`config.mk`:
```
export PLATFORM = sky130hd
export DESIGN_NAME = ob_rsp_tx
export DESIGN_NICKNAME = d
export VERILOG_FILES = /design/src/rtl/ob_rsp_tx.sv
export SDC_FILE = /design/constraint.sdc
export NUM_CORES = 1
export LEC_CHECK = 0
export BUFFER_PORTS_ARGS = -buffer_cell sky130_fd_sc_hd__buf_4
export CAP_MARGIN = 20
export CELL_PAD_IN_SITES_DETAIL_PLACEMENT = 0
export CELL_PAD_IN_SITES_GLOBAL_PLACEMENT = 1
export CORE_ASPECT_RATIO = 2
export CORE_MARGIN = 2
export CORE_UTILIZATION = 37
export DETAILED_ROUTE_END_ITERATION = 12
export GPL_ROUTABILITY_DRIVEN = 0
export PLACE_DENSITY = 0.78
export SLEW_MARGIN = 20
export SYNTH_ARGS = -nofsm -noshare
export SYNTH_HDL_FRONTEND = slang
export SYNTH_SLANG_ARGS = --single-unit
```
`constraint.sdc`:
```
create_clock -name clk -period 2.4 [get_ports clk]
set_input_delay 0.24 -clock clk [delete_from_list [all_inputs] [get_ports clk]]
set_output_delay 0.24 -clock clk [all_outputs]
set_load 0.05 [all_outputs]
```
`src/rtl/ob_rsp_tx.sv`:
```
// ob_rsp_tx -- order-book response transmitter.
//
// Accepts one response (uid/status/result) over a valid/accept handshake and
// serializes it MSB first into a 16-byte frame on a byte-wide egress link:
//   byte 0      : 8'hA0 | status
//   bytes 1..4  : uid[31:0], MSB byte first
//   bytes 5..14 : result[79:0], MSB byte first
//   byte 15     : XOR of bytes 0..14
//
// Ports
//   clk, rst        clock, synchronous active-high reset
//   rsp_vld, rsp    response in; rsp is the ob_pkg::rsp_t bit layout:
//                   uid[114:83], status[82:80], result[79:0]
//   rsp_accept      response taken when rsp_vld & rsp_accept (decoded from state)
//   out_vld/out_data/out_last  registered byte stream, out_last on byte 15
//   out_accept      sink takes byte when out_vld & out_accept
//   frame_cnt       completed frames, wraps modulo 2^FRAME_CNT_W
module ob_rsp_tx #(
  parameter int unsigned FRAME_CNT_W = 16
) (
  input  logic                   clk,
  input  logic                   rst,
  input  logic                   rsp_vld,
  input  logic [114:0]           rsp,
  output logic                   rsp_accept,
  output logic                   out_vld,
  output logic [7:0]             out_data,
  output logic                   out_last,
  input  logic                   out_accept,
  output logic [FRAME_CNT_W-1:0] frame_cnt
);

  typedef enum logic {
    S_IDLE,
    S_SEND
  } state_t;

  state_t state, state_nxt;

  logic [114:0] hold;
  logic [3:0]   idx;
  logic [7:0]   csum;

  logic         cap;
  logic         adv;
  logic         fin;

  logic [119:0] body;
  logic [3:0]   idx_nxt;
  logic [7:0]   byte_sel;
  logic [7:0]   byte_nxt;
  logic [7:0]   byte0_in;

  // Bytes 0..14 of the frame as one vector; byte k sits at [8*(14-k) +: 8].
  assign body     = {5'b10100, hold[82:80], hold[114:83], hold[79:0]};
  assign byte0_in = {5'b10100, rsp[82:80]};
  assign idx_nxt  = idx + 4'd1;

  always_comb begin
    byte_sel = '0;
    for (int unsigned i = 0; i < 15; i++) begin
      if (idx_nxt == 4'(i)) byte_sel = body[8*(14-i) +: 8];
    end
  end

  // The byte after 14 is the checksum: running XOR of 0..13 plus the byte
  // currently on out_data (byte 14).
  assign byte_nxt = (idx_nxt == 4'd15) ? (csum ^ out_data) : byte_sel;

  always_comb begin
    state_nxt  = state;
    cap        = 1'b0;
    adv        = 1'b0;
    fin        = 1'b0;
    rsp_accept = 1'b0;
    case (state)
      S_IDLE: begin
        rsp_accept = ~rst;
        if (rsp_vld) begin
          cap       = 1'b1;
          state_nxt = S_SEND;
        end
      end
      S_SEND: begin
        if (out_accept) begin
          if (idx == 4'd15) begin
            fin       = 1'b1;
            state_nxt = S_IDLE;
          end else begin
            adv = 1'b1;
          end
        end
      end
      default: state_nxt = S_IDLE;
    endcase
  end

  always_ff @(posedge clk) begin
    if (rst) state <= S_IDLE;
    else     state <= state_nxt;
  end

  always_ff @(posedge clk) begin
    if (rst) begin
      hold      <= '0;
      idx       <= '0;
      csum      <= '0;
      out_vld   <= 1'b0;
      out_data  <= '0;
      out_last  <= 1'b0;
      frame_cnt <= '0;
    end else if (cap) begin
      hold     <= rsp;
      idx      <= '0;
      csum     <= '0;
      out_vld  <= 1'b1;
      out_data <= byte0_in;
      out_last <= 1'b0;
    end else if (adv) begin
      idx      <= idx_nxt;
      csum     <= csum ^ out_data;
      out_data <= byte_nxt;
      out_last <= (idx_nxt == 4'd15);
    end else if (fin) begin
      idx       <= '0;
      out_vld   <= 1'b0;
      out_data  <= '0;
      out_last  <= 1'b0;
      frame_cnt <= frame_cnt + FRAME_CNT_W'(1);
    end
  end

endmodule
```
==> Yosys cells after proc, flatten, opt, wreduce, memory -nomap -nowiden <==
Cells that the tools add are included.
{ "totals": {"reg_bits": 154, "input_bits": 119, "out_inout_bits": 27, "word_cells": 76} }
{ "classes": {"add_sub_neg": 2, "eq_ne": 17, "n_mux": 36, "bitwise": 5, "n_reduce_logical": 7} }
{ "op_table": {"columns": ["op", "count"], "rows": [
  ["two-way mux 8 bit", 19],
  ["equality test 4 bit (second input constant)", 9],
  ["adder 16 x 1 -> 16 bit (second input constant)", 1],
  ["equality test 4 x 3 -> 1 bit (second input constant)", 4],
  ["two-way mux 1 bit", 14],
  ["equality test 4 x 2 -> 1 bit (second input constant)", 2],
  ["two-way mux 4 bit", 2],
  ["XOR 8 bit", 1],
  ["adder 4 x 1 -> 4 bit (second input constant)", 1],
  ["equality test 4 x 1 -> 1 bit (second input constant)", 1],
  ["zero test 4 bit", 1],
  ["inverter 1 bit", 4],
  ["nonzero test 2 bit", 2],
  ["AND reduction 3 bit", 1],
  ["nonzero test 3 bit", 1],
  ["inequality test 2 bit (second input constant)", 1],
  ["one-hot mux 1 bit (2 select lines)", 1],
  ["AND reduction 2 bit", 1],
  ["OR reduction 2 bit", 1]
]} }

==> Longest topological paths before layout <==
Gate-level depths: netlist of run 1.
{ "depth": {"depth_word": 20, "mapped_depth": 12, "ltp_nobuf": 9} }

==> Worst setup path after synthesis of run 1 <==
OpenSTA, ideal clock, no wires.
{ "synth_timing": {"kind": "register -> register", "from": "register state", "to": "register hold[56]", "setup_ps": 60, "arrival_time_ps": 2277, "required_time_ps": 2340, "path_slack_ps": 64, "stages_incl_launch_ff": 8, "period_less_slack_ps": 2336, "path_cell_list": "dfxtp_1 -> clkbuf_2 -> nor2_1 -> and2_1 -> clkbuf_1 -> clkbuf_1 -> buf_1 -> a22o_1"} }
{ "synth_via": {"elab_chain_cells": 1} }
{ "synth_lines": {"columns": ["element", "line_no", "source"], "rows": [
  ["from (decl)", "38", "state_t state, state_nxt;"],
  ["from (signal assigned)", "100", "else state <= state_nxt;"],
  ["two-way mux 1 bit", "76", "case (state)"],
  ["to (signal assigned)", "113", "hold <= rsp;"],
  ["to (decl)", "40", "logic [114:0] hold;"]
]} }
Every way passes these cells.
A chain may end at the register's enable or synchronous reset.

==> Worst setup path after layout of run 1 <==
{ "layout_timing": {"from": "register idx[1]", "to": "register frame_cnt[7]"} }
{ "layout_via": {"elab_chain_cells": 6, "word_cells_on_any_way": 9, "classes_between": "1 x eq/ne; 6 x mux; 1 x bitwise; 1 x reduce/logical"} }
{ "layout_lines": {"columns": ["element", "line_no", "source"], "rows": [
  ["from (decl)", "41", "logic [3:0] idx;"],
  ["from (signal assigned)", "120", "idx <= idx_nxt;"],
  ["equality test 4 bit *", "86", "if (idx == 4'd15) begin"],
  ["two-way mux 1 bit", "86", null],
  ["two-way mux 1 bit", "85", "if (out_accept) begin"],
  ["two-way mux 1 bit", "76", null],
  ["inverter 1 bit (no line)", null, null],
  ["AND reduction 3 bit (no line) *", null, null],
  ["to (signal assigned)", "129", "frame_cnt <= frame_cnt + FRAME_CNT_W'(1);"],
  ["to (decl)", "30", "output logic [FRAME_CNT_W-1:0] frame_cnt"]
]} }
Mark *: on every way between the ends. The rest lies on a longest branch, timed or not.

==> results of run 1 <==
-- registers in the layout, summed over array words and instances (netlist names) --
signal and cells:
hold 115, frame_cnt 16, csum 8, out_data 8, idx 4, out_last 1
out_vld 1, state 1
-- synthesized netlist by cell type (3+ instances only) --
cell type  count
inv_1         12
nand4_1        9
a221oi_1       5
a21boi_0       3
xor2_1        17
a21o_1         8
nand3_1       18
o22ai_1        4
xnor2_1        9
dfxtp_1      154
a31oi_1       10
nand2_1       65
a32o_1         4
or3_1         14
a21oi_1       39
a22oi_1       11
nor2_1        46
mux2i_1        3
o2111ai_1      4
a221o_1        4
o21a_1         4
and2_1        10
ha_1           5
o21ai_0       52
buf_6          3
nor2b_1        7
buf_1         11
nor3_1         3
a211oi_1      10
o31ai_1        3
nand2b_1       5
a22o_1       119
buf_2          5
clkbuf_1      42
and3_1        12
-- power by group through the flow --
stage / registers, mW / logic (mW) / clock network (mW)
after floorplan: 2.83 / 0.308 / 0
after global placement: 2.85 / 0.629 / 0
after detailed placement: 2.85 / 0.633 / 0
after CTS: 2.80 / 0.645 / 2.70
after global routing: 2.80 / 0.695 / 2.80
final: 2.80 / 0.648 / 2.65
-- worst paths after layout --
check,startpoint,endpoint,slack [ns],depth (start not counted)
worst min register to register,out_vld,out_vld,0.46,1
worst max-delay path,idx[1],frame_cnt[7],0.1,9
worst max register to register,idx[1],frame_cnt[7],0.1,9
worst min-delay path,rsp[73],hold[73],0.02,2
-- metal layers --
layer	vias to the layer above	global-route usage	share of wire
li1	3191	-	-
met1	3136	0.241	0.36
met2	222	0.431	0.54
met3	75	0.0432	0.034
met4	0	0.159	0.065
met5	-	0	0
-- per-stage QoR --
stage	total power [mW]	area, um2	setup slack [ns]
floorplan	3.13	6900	0.0638
global placement	3.48	8490	0.0434
detailed placement	3.48	8490	-0.0171
CTS	6.14	9150	0.0602
global route	6.30	9240	-0.0496
finish	6.09	9240	0.0991
-- worst max-delay path: cells and delay by family (launching register included) --
family,cells,cell delay [ns]
flip-flops,1,0.39
buffers and inverters,2,0.34
adder cells (fa/ha/maj),1,0.24
AO/OA/AOI/OAI,1,0.13
AND/OR/NAND/NOR,5,1.12
-- cell type report --
cell class / count / area [um2] / area share
tap: 216 / 270 / 0.0292
sequential: 154 / 3090 / 0.334
clock buffer: 22 / 454 / 0.0491
multi-input combinational: 532 / 3570 / 0.387
timing repair buffer: 215 / 1680 / 0.182
inverter: 14 / 52.6 / 0.00569
clock inverter: 10 / 119 / 0.0129
-- what timing repair did --
item	4_1_cts	5_1_grt
buffers inserted	0	4
hold buffers	8	0
setup endpoints to repair	7	13
pin swaps	0	3
resized for setup	2	17
endpoints found under the hold margin	8	0
-- cells by family (layout without fill, tap and decap cells) --
group           Yosys count  after routing
compound gates          301            301
buf+inv                  76            261
mux                       3              3
simple gates            197            197
fa+ha+maj                 5              5
flops                   154            154
xor+xnor                 26             26
==> results.py, run 1 <==
metrics = {
    "synth": {
        "syn-cell-area_mm2": 0.00690,
        "syn_area_per_cell_um2": 9.06,
        "yosys.area_share.adder": 0.00906,
        "synth_top_area_frac": 0.447,
        "synthTopCellsByArea": "dfxtp_1 45%, a22o_1 15%, o21ai_0 3.8%",
        "synth-main-ff-cell": "dfxtp_1",
        "synth_warnings": 0,
        "synth_seq_area_share": 0.447,
        "syn_inst": 762,
        "synth_edf_count": 0,
        "synth_top_family_by_area": "compound AO/OA/AOI/OAI gates",
        "yosys.area_share.simple": 0.138,
        "async_flop_share": 0,
        "synth_cell_type_count": 60,
        "synthXorXnorAreaFrac": 0.0330,
        "synth_top_cell_by_area": "dfxtp_1",
        "synthMuxAreaShare": 0.00435,
        "syn_nets": 886,
        "synth_compound_area_frac": 0.323,
        "synth-seq-cells": 154,
    },
    "setup_path": {
        "start_kind": "register",
        "critPathArrivalTime_ns": 2.65,
        "critical_path_class": "register to register",
        "path_common_cell": "buf_4",
        "cp_max_fo": 9,
        "crit_path_max_incr_delay_ns": 0.39,
        "cp_data_required_time_ns": 2.75,
        "cp-end-kind": "register",
        "cp_cell_sequence": "ha_2 > buf_4 > nand2_1 > buf_4 > nor3_4 > and4_1 > nand3_1 > or3_1 > a21oi_1",
        "critPathSlowestCell": "dfxtp_4",
    },
    "clocking": {
        "insertion_delay_ns": 0.43,
        "cts_tree": "done",
        "htree_levels": 4,
        "clock-sinks": 154,
        "root_buffer": "clkbuf_16",
        "cts_buffers": 17,
        "path_clk_slew_ns": 0.07,
        "cts_max_path_buffers": 2,
    },
    "timing": {
        "clock.fmax_mhz": 435,
        "hold_ws_ns": 0.0178,
        "final_max_slew_viol_count": 0,
        "hold_viol_final": 0,
        "fin_skew_ns": 0.0104,
        "finalCritPeriodShare": 0.959,
        "rsz0062_at_grt": "yes",
        "tightest_slew_ns": 0.612,
        "fin_crit_ns": 2.30,
        "setup_violations": 0,
        "finalSetupTns_ns": 0,
        "slew_headroom": 0.592,
    },
    "routing": {
        "drc": 0,
        "routed_via_density": 5.70,
        "detail_route.iter0.violations": 435,
        "dr.pass1.iters": 6,
        "antenna_left": 0,
        "wl_per_cell_um": 20.4,
        "drt-total-wl_mm": 23.7,
        "num_vias": 6624,
    },
    "pwr": {
        "seq_power_share": 0.459,
        "switching_share": 0.248,
        "comb_power_share": 0.106,
        "p_per_area_mw_per_mm2": 659,
        "clockPowerShare": 0.434,
        "ir_worst_vdd_uv": 400,
        "leakagePower_nw": 3.94,
        "power.internal_mw": 4.58,
        "p_sw_mw": 1.51,
    },
    "grt": {
        "grt_pass1_wl_mm": 35.4,
        "gr-total-overflow": 0,
        "grt_max_degree": 117,
        "grt_util_all_layers": 0.238,
        "grt_pass1_vias": 6584,
        "antenna_found_initial": 0,
    },
    "cells_and_area": {
        "post-route-util": 0.505,
        "diodes": 0,
        "fill_cells": 1765,
        "final_common_cell": "buf_4",
        "layout.cells.non_filler": 1163,
        "final_cell_mix": "203 x buf_4, 152 x dfxtp_1, 118 x a22o_1",
        "layout.nets": 1058,
        "layout-drive-gt1-share": 0.276,
        "syn_to_final_growth_pct": 33.9,
    },
    "place": {
        "io_buffer_count": 145,
        "hpwl_mm": 18.0,
        "dpl.cell_count": 1119,
    },
    "floorplan": {
        "die_height_um": 197,
        "num_io_pins": 146,
        "core_mm2": 0.0183,
        "initial_utilization": 0.377,
        "rows": 70,
        "die_area_mm2": 0.0198,
        "die_width_um": 101,
    },
    "min_path": {
        "holdCritPathClass": "primary input to register",
    },
    "outcome": {
        "status": "complete, no violations",
    },
    "flow_run": {
        "drv_cap": 0,
    },
}
Power figures use the tool's default switching activity.
==> inputs of run 2 (changes only) <==
--- a/config.mk
+++ b/config.mk
@@ -11,10 +11,10 @@
 export CELL_PAD_IN_SITES_GLOBAL_PLACEMENT = 1
 export CORE_ASPECT_RATIO = 2
 export CORE_MARGIN = 2
-export CORE_UTILIZATION = 37
+export CORE_UTILIZATION = 44
 export DETAILED_ROUTE_END_ITERATION = 12
 export GPL_ROUTABILITY_DRIVEN = 0
-export PLACE_DENSITY = 0.78
+export PLACE_DENSITY = 0.87
 export SLEW_MARGIN = 20
 export SYNTH_ARGS = -nofsm -noshare
 export SYNTH_HDL_FRONTEND = slang
==> constraint.sdc (replaced) <==
create_clock -name clk -period 2.75 [get_ports clk]
set_input_delay 0.275 -clock clk [delete_from_list [all_inputs] [get_ports clk]]
set_output_delay 0.275 -clock clk [all_outputs]
set_load 0.05 [all_outputs]
==> run 2 against run 1 <==
Combinational power decreased by 17%. Worst hold slack improved by 0.036 ns. Count of clock-buffer cells in the layout decreased by 2. Critical path type unchanged.
==> results.py, run 2 (synthesized netlist as in run 1, its figures left out) <==
metrics = {
    "outcome": {
        "status": "complete, no violations",
    },
    "setup_path": {
        "critPathTopFamily": "compound AO/OA/AOI/OAI gates",
        "rr_startpoint": "idx[1]",
        "rr_worst_depth": 10,
        "crit_path_max_incr_delay_ns": 0.48,
        "cp_max_fo": 15,
        "path_depth": 10,
        "critPathSlowestCell": "dfxtp_1",
        "r2r-end": "out_data[7]",
        "crit_buf_inv": 4,
        "cp-end-kind": "register",
        "critPathArrivalTime_ns": 3.04,
        "startpoint": "idx[1]",
        "cp_data_required_time_ns": 3.11,
        "critical_path_class": "register to register",
        "reg2reg_slack_ns": 0.07,
        "crit_path_end": "out_data[7]",
        "cp_cell_sequence": "inv_1 > ha_1 > inv_1 > buf_4 > buf_4 > o221ai_1 > a22o_1 > a221o_1 > nand3_1 > a221o_1",
        "start_kind": "register",
    },
    "timing": {
        "final_max_slew_viol_count": 0,
        "tightest_slew_ns": 0.871,
        "rsz0062_at_grt": "yes",
        "hold_ws_ns": 0.0534,
        "hold_viol_final": 0,
        "finalCritPeriodShare": 0.976,
        "fin_skew_ns": 0.0168,
        "slew_headroom": 0.419,
        "fin_crit_ns": 2.68,
        "setup_violations": 0,
        "clock.fmax_mhz": 373,
    },
    "grt": {
        "grt_pass1_wl_mm": 36.3,
        "grt_util_all_layers": 0.280,
        "grt_max_degree": 117,
        "use_met2": 0.523,
        "antenna_found_initial": 0,
        "grtUsageMet3": 0.0488,
        "busiest_layer": "met2",
        "grt_pass1_vias": 6831,
        "gr-usage-met1": 0.275,
        "gr-total-overflow": 0,
    },
    "flow_run": {
        "drv_cap": 0,
    },
    "min_path": {
        "holdCritPathClass": "primary input to register",
    },
    "routing": {
        "detail_route.iter0.violations": 594,
        "drt-total-wl_mm": 23.6,
        "antenna_left": 0,
        "num_vias": 6720,
        "routed_via_density": 6.06,
        "dr.pass1.iters": 6,
        "wl_per_cell_um": 21.3,
        "drc": 0,
    },
    "cells_and_area": {
        "top_regs": "hold x115, frame_cnt x16",
        "diodes": 0,
        "largest-register": "hold",
        "fill_cells": 1389,
        "final_common_cell": "buf_4",
        "layout-drive-gt1-share": 0.247,
        "final_cell_mix": "176 x buf_4, 154 x dfxtp_1, 119 x a22o_1",
        "largest_reg_flops": 115,
        "layout.nets": 1022,
        "syn_to_final_growth_pct": 28.5,
    },
    "floorplan": {
        "core_mm2": 0.0153,
        "initial_utilization": 0.451,
        "die_height_um": 181,
        "rows": 64,
        "die_area_mm2": 0.0168,
        "num_io_pins": 146,
        "die_width_um": 92.6,
    },
    "pwr": {
        "leakagePower_nw": 3.75,
        "p_per_area_mw_per_mm2": 597,
        "p_total_mw": 5.30,
        "ir_worst_vdd_uv": 397,
    },
    "clocking": {
        "cts_buffers": 17,
        "clock-sinks": 154,
        "cts_setup_buffers": 0,
        "htree_levels": 4,
        "root_buffer": "clkbuf_16",
        "path_clk_slew_ns": 0.07,
        "cts_max_path_buffers": 2,
        "insertion_delay_ns": 0.43,
        "cts_tree": "done",
    },
    "place": {
        "io_buffer_count": 145,
        "hpwl_mm": 17.8,
    },
}
## run 2: metal layers
layer,share of wire,up-vias,wire length (um)
li1,-,3120,-
met1,0.34,3138,7970
met2,0.54,353,12800
met3,0.054,109,1270
met4,0.068,0,1600
met5,0,-,0
## run 2: worst reg2reg max path, delay by kind of cell (launching register included)
family | cells | cell delay [ns]
flip-flops | 1 | 0.48
AND/OR/NAND/NOR | 1 | 0.11
adder cells (fa/ha/maj) | 1 | 0.24
AO/OA/AOI/OAI | 4 | 0.94
buffers and inverters | 4 | 0.84
## run 2: per-stage QoR
| step | TNS (ns) | util | cell area [um2] | worst slack [ns] | cells |
|---|---|---|---|---|---|
| after floorplan | 0 | - | 6900 | 0.409 | 762 |
| after global placement | 0 | 0.540 | 8270 | 0.0105 | 1077 |
| after detailed placement | -0.0703 | 0.540 | 8270 | -0.0703 | 1077 |
| after CTS | 0 | 0.578 | 8850 | 0.0998 | 1109 |
| after global routing | -0.0446 | 0.580 | 8870 | -0.0446 | 1109 |
| final | 0 | 0.580 | 8870 | 0.0658 | 1109 |
## run 2: final cells by class
class | count | area, um2 | share of cell area
well taps | 198 | 248 | 0.0279
inverters | 14 | 52.6 | 0.00592
flip-flops and latches | 154 | 3080 | 0.348
multi-input cells | 532 | 3540 | 0.399
clock buffers | 20 | 437 | 0.0492
clock inverters | 12 | 140 | 0.0158
repair buffers | 179 | 1370 | 0.155
## run 2: worst min path at each step
stage	from	to	slack, ns	cells after the start
floorplan	rsp[7]	hold[7]	0.38	2
global placement	out_last	out_last	0.45	2
detailed placement	out_last	out_last	0.45	2
CTS	rsp[95]	hold[95]	0.05	2
global route	rsp[1]	hold[1]	0.05	2
finish	rsp[107]	hold[107]	0.05	2
## run 2: repair_timing
| action | CTS | global route |
|---|---|---|
| resized for setup | 3 | 5 |
| endpoints found under the setup margin | 1 | 4 |
| hold buffers | 0 | 0 |
| pin swaps | 0 | 0 |
## run 2: where the power goes
| part | internal, mW | switching, mW | total (mW) |
|---|---|---|---|
| clock | 1.35 | 0.968 | 2.31 |
| combinational | 0.267 | 0.273 | 0.540 |
| sequential | 2.34 | 0.100 | 2.45 |
==> inputs of run 3 (changes only) <==
--- a/config.mk
+++ b/config.mk
@@ -7,14 +7,13 @@
 export LEC_CHECK = 0
 export BUFFER_PORTS_ARGS = -buffer_cell sky130_fd_sc_hd__buf_4
 export CAP_MARGIN = 20
-export CELL_PAD_IN_SITES_DETAIL_PLACEMENT = 0
-export CELL_PAD_IN_SITES_GLOBAL_PLACEMENT = 1
 export CORE_ASPECT_RATIO = 2
 export CORE_MARGIN = 2
-export CORE_UTILIZATION = 44
+export CORE_UTILIZATION = 55
 export DETAILED_ROUTE_END_ITERATION = 12
 export GPL_ROUTABILITY_DRIVEN = 0
-export PLACE_DENSITY = 0.87
+export PLACE_DENSITY = 0.82
+export SKIP_LAST_GASP = 1
 export SLEW_MARGIN = 20
 export SYNTH_ARGS = -nofsm -noshare
 export SYNTH_HDL_FRONTEND = slang
==> constraint.sdc (replaced) <==
create_clock -name clk -period 3.03 [get_ports clk]
set_input_delay 0.303 -clock clk [delete_from_list [all_inputs] [get_ports clk]]
set_output_delay 0.303 -clock clk [all_outputs]
set_load 0.05 [all_outputs]
==> run 3 against run 2 <==
Total power shrank 8.9%. Non-clock buffer count decreased by 16. Largest power group unchanged. Largest cell class unchanged. Design area is 2.4% lower.
==> results.py, run 3 (synthesized netlist as in run 1, its figures left out) <==
metrics = {
    "place": {
        "io_buffer_count": 145,
        "place_ws_ns": 0.216,
        "dpl.cell_count": 1010,
        "hpwl_mm": 16.3,
    },
    "floorplan": {
        "initial_utilization": 0.566,
        "num_io_pins": 146,
        "die_height_um": 162,
        "rows": 57,
        "die_width_um": 83.2,
        "die_area_mm2": 0.0135,
        "core_mm2": 0.0122,
    },
    "clocking": {
        "holdBufCountCts": 0,
        "path_clk_slew_ns": 0.07,
        "clock-sinks": 154,
        "insertion_delay_ns": 0.43,
        "cts_tree": "done",
        "cts_resized": 0,
        "root_buffer": "clkbuf_16",
        "htree_levels": 4,
        "cts_setup_buffers": 0,
        "cts_max_path_buffers": 2,
        "cts_buffers": 17,
    },
    "setup_path": {
        "start_kind": "register",
        "critPathArrivalTime_ns": 3.13,
        "cp-end-kind": "register",
        "critical_path_class": "register to register",
        "cp_max_fo": 16,
        "cp_data_required_time_ns": 3.38,
    },
    "timing": {
        "finalCritPeriodShare": 0.916,
        "finalSetupTns_ns": 0,
        "tightest_slew_ns": 0.856,
        "fin_skew_ns": 0.00739,
        "rsz0062_at_grt": "no",
        "slew_headroom": 0.429,
        "setup_ws_ns": 0.255,
        "final_max_slew_viol_count": 0,
        "clock.fmax_mhz": 360,
        "hold_viol_final": 0,
        "setup_violations": 0,
        "hold_ws_ns": 0.0834,
        "fin_crit_ns": 2.77,
    },
    "pwr": {
        "p_per_area_mw_per_mm2": 558,
        "p_total_mw": 4.83,
        "ir_worst_vdd_uv": 429,
        "leakagePower_nw": 3.69,
    },
    "cells_and_area": {
        "layout-drive-gt1-share": 0.232,
        "final_common_cell": "buf_4",
        "largest_reg_flops": 115,
        "top_regs": "hold x115, frame_cnt x16",
        "syn_to_final_growth_pct": 25.4,
        "layout.nets": 1006,
        "final_cell_mix": "163 x buf_4, 154 x dfxtp_1, 119 x a22o_1",
        "diodes": 0,
        "layout.cells.non_filler": 1041,
        "largest-register": "hold",
    },
    "routing": {
        "wl_met2_mm": 11.5,
        "routed_via_density": 6.64,
        "antenna_left": 0,
        "detail_route.iter0.violations": 686,
        "met3_length_mm": 1.62,
        "drc": 0,
        "drt-total-wl_mm": 22.3,
        "drt-met1-wl_mm": 7.36,
        "wl_per_cell_um": 21.5,
        "routed.top_layer": "met4",
        "dr.pass1.iters": 6,
        "num_vias": 6913,
    },
    "grt": {
        "antenna_found_initial": 0,
        "gr-total-overflow": 0,
        "grt_pass1_wl_mm": 34.6,
        "grt_max_degree": 85,
        "grt_util_all_layers": 0.326,
        "grt_pass1_vias": 6773,
    },
    "outcome": {
        "status": "complete, no violations",
    },
    "min_path": {
        "holdCritPathClass": "primary input to register",
    },
    "flow_run": {
        "drv_cap": 0,
    },
}
==> run 3: changes by cell type in the layout (fill, tap and decap cells not counted), moves of 2 or more <==
| cell | change |
|---|---|
| clkinvlp_4 | -2 |
| inv_6 | -2 |
| buf_12 | -2 |
| o21ai_1 | -2 |
| clkbuf_8 | +2 |
| o21ai_0 | +2 |
| clkinv_4 | +4 |
| buf_4 | -13 |
| clkbuf_1 | -3 |
==> run 3: area by class of cell <==
class | count | area, um2
Sequential cell | 154 | 3080
Inverter | 14 | 52.6
Tap cell | 147 | 184
Clock buffer | 19 | 453
Fill cell | 924 | 3540
Multi-Input combinational cell | 532 | 3520
Clock inverter | 12 | 143
Timing Repair Buffer | 163 | 1220
==> run 3: power breakdown <==
| part | switching (mW) | leakage (nW) | internal [mW] | total, mW |
|---|---|---|---|---|
| logic | 0.251 | 2.15 | 0.238 | 0.490 |
| registers | 0.0874 | 1.26 | 2.13 | 2.22 |
| clock network | 0.864 | 0.278 | 1.26 | 2.12 |
==> run 3: worst max-delay path, stage by stage, from the launching register on <==
cell and delay (ns):
dfxtp_1 0.45, ha_2 0.44, nand2_1 0.19, nor3_1 0.45, a21o_1 0.32, buf_4 0.23
nand2_1 0.11, a32o_1 0.27, o2111a_1 0.13, o21ai_2 0.11
==> run 3: path summary, 6_finish.rpt <==
| kind | start | to | slack, ns | cells past startpoint |
|---|---|---|---|---|
| worst max register to register | idx[1] | out_data[5] | 0.26 | 9 |
| worst min-delay path | rsp[46] | hold[46] | 0.08 | 2 |
| worst min register to register | out_vld | out_vld | 0.46 | 1 |
| worst max-delay path | idx[1] | out_data[5] | 0.26 | 9 |
==> run 3: metrics by stage <==
stage	cell area, um2	util
after detailed placement	8060	0.661
after global placement	8060	0.661
after floorplan	6900	-
after CTS	8650	0.709
final	8650	0.710
after global routing	8650	0.710
==> run 3: layer usage <==
| layer | vias up | track usage |
|---|---|---|
| met1 | 3258 | 0.333 |
| li1 | 3082 | - |
| met5 | - | 0 |
| met4 | 0 | 0.244 |
| met2 | 433 | 0.582 |
| met3 | 140 | 0.0608 |
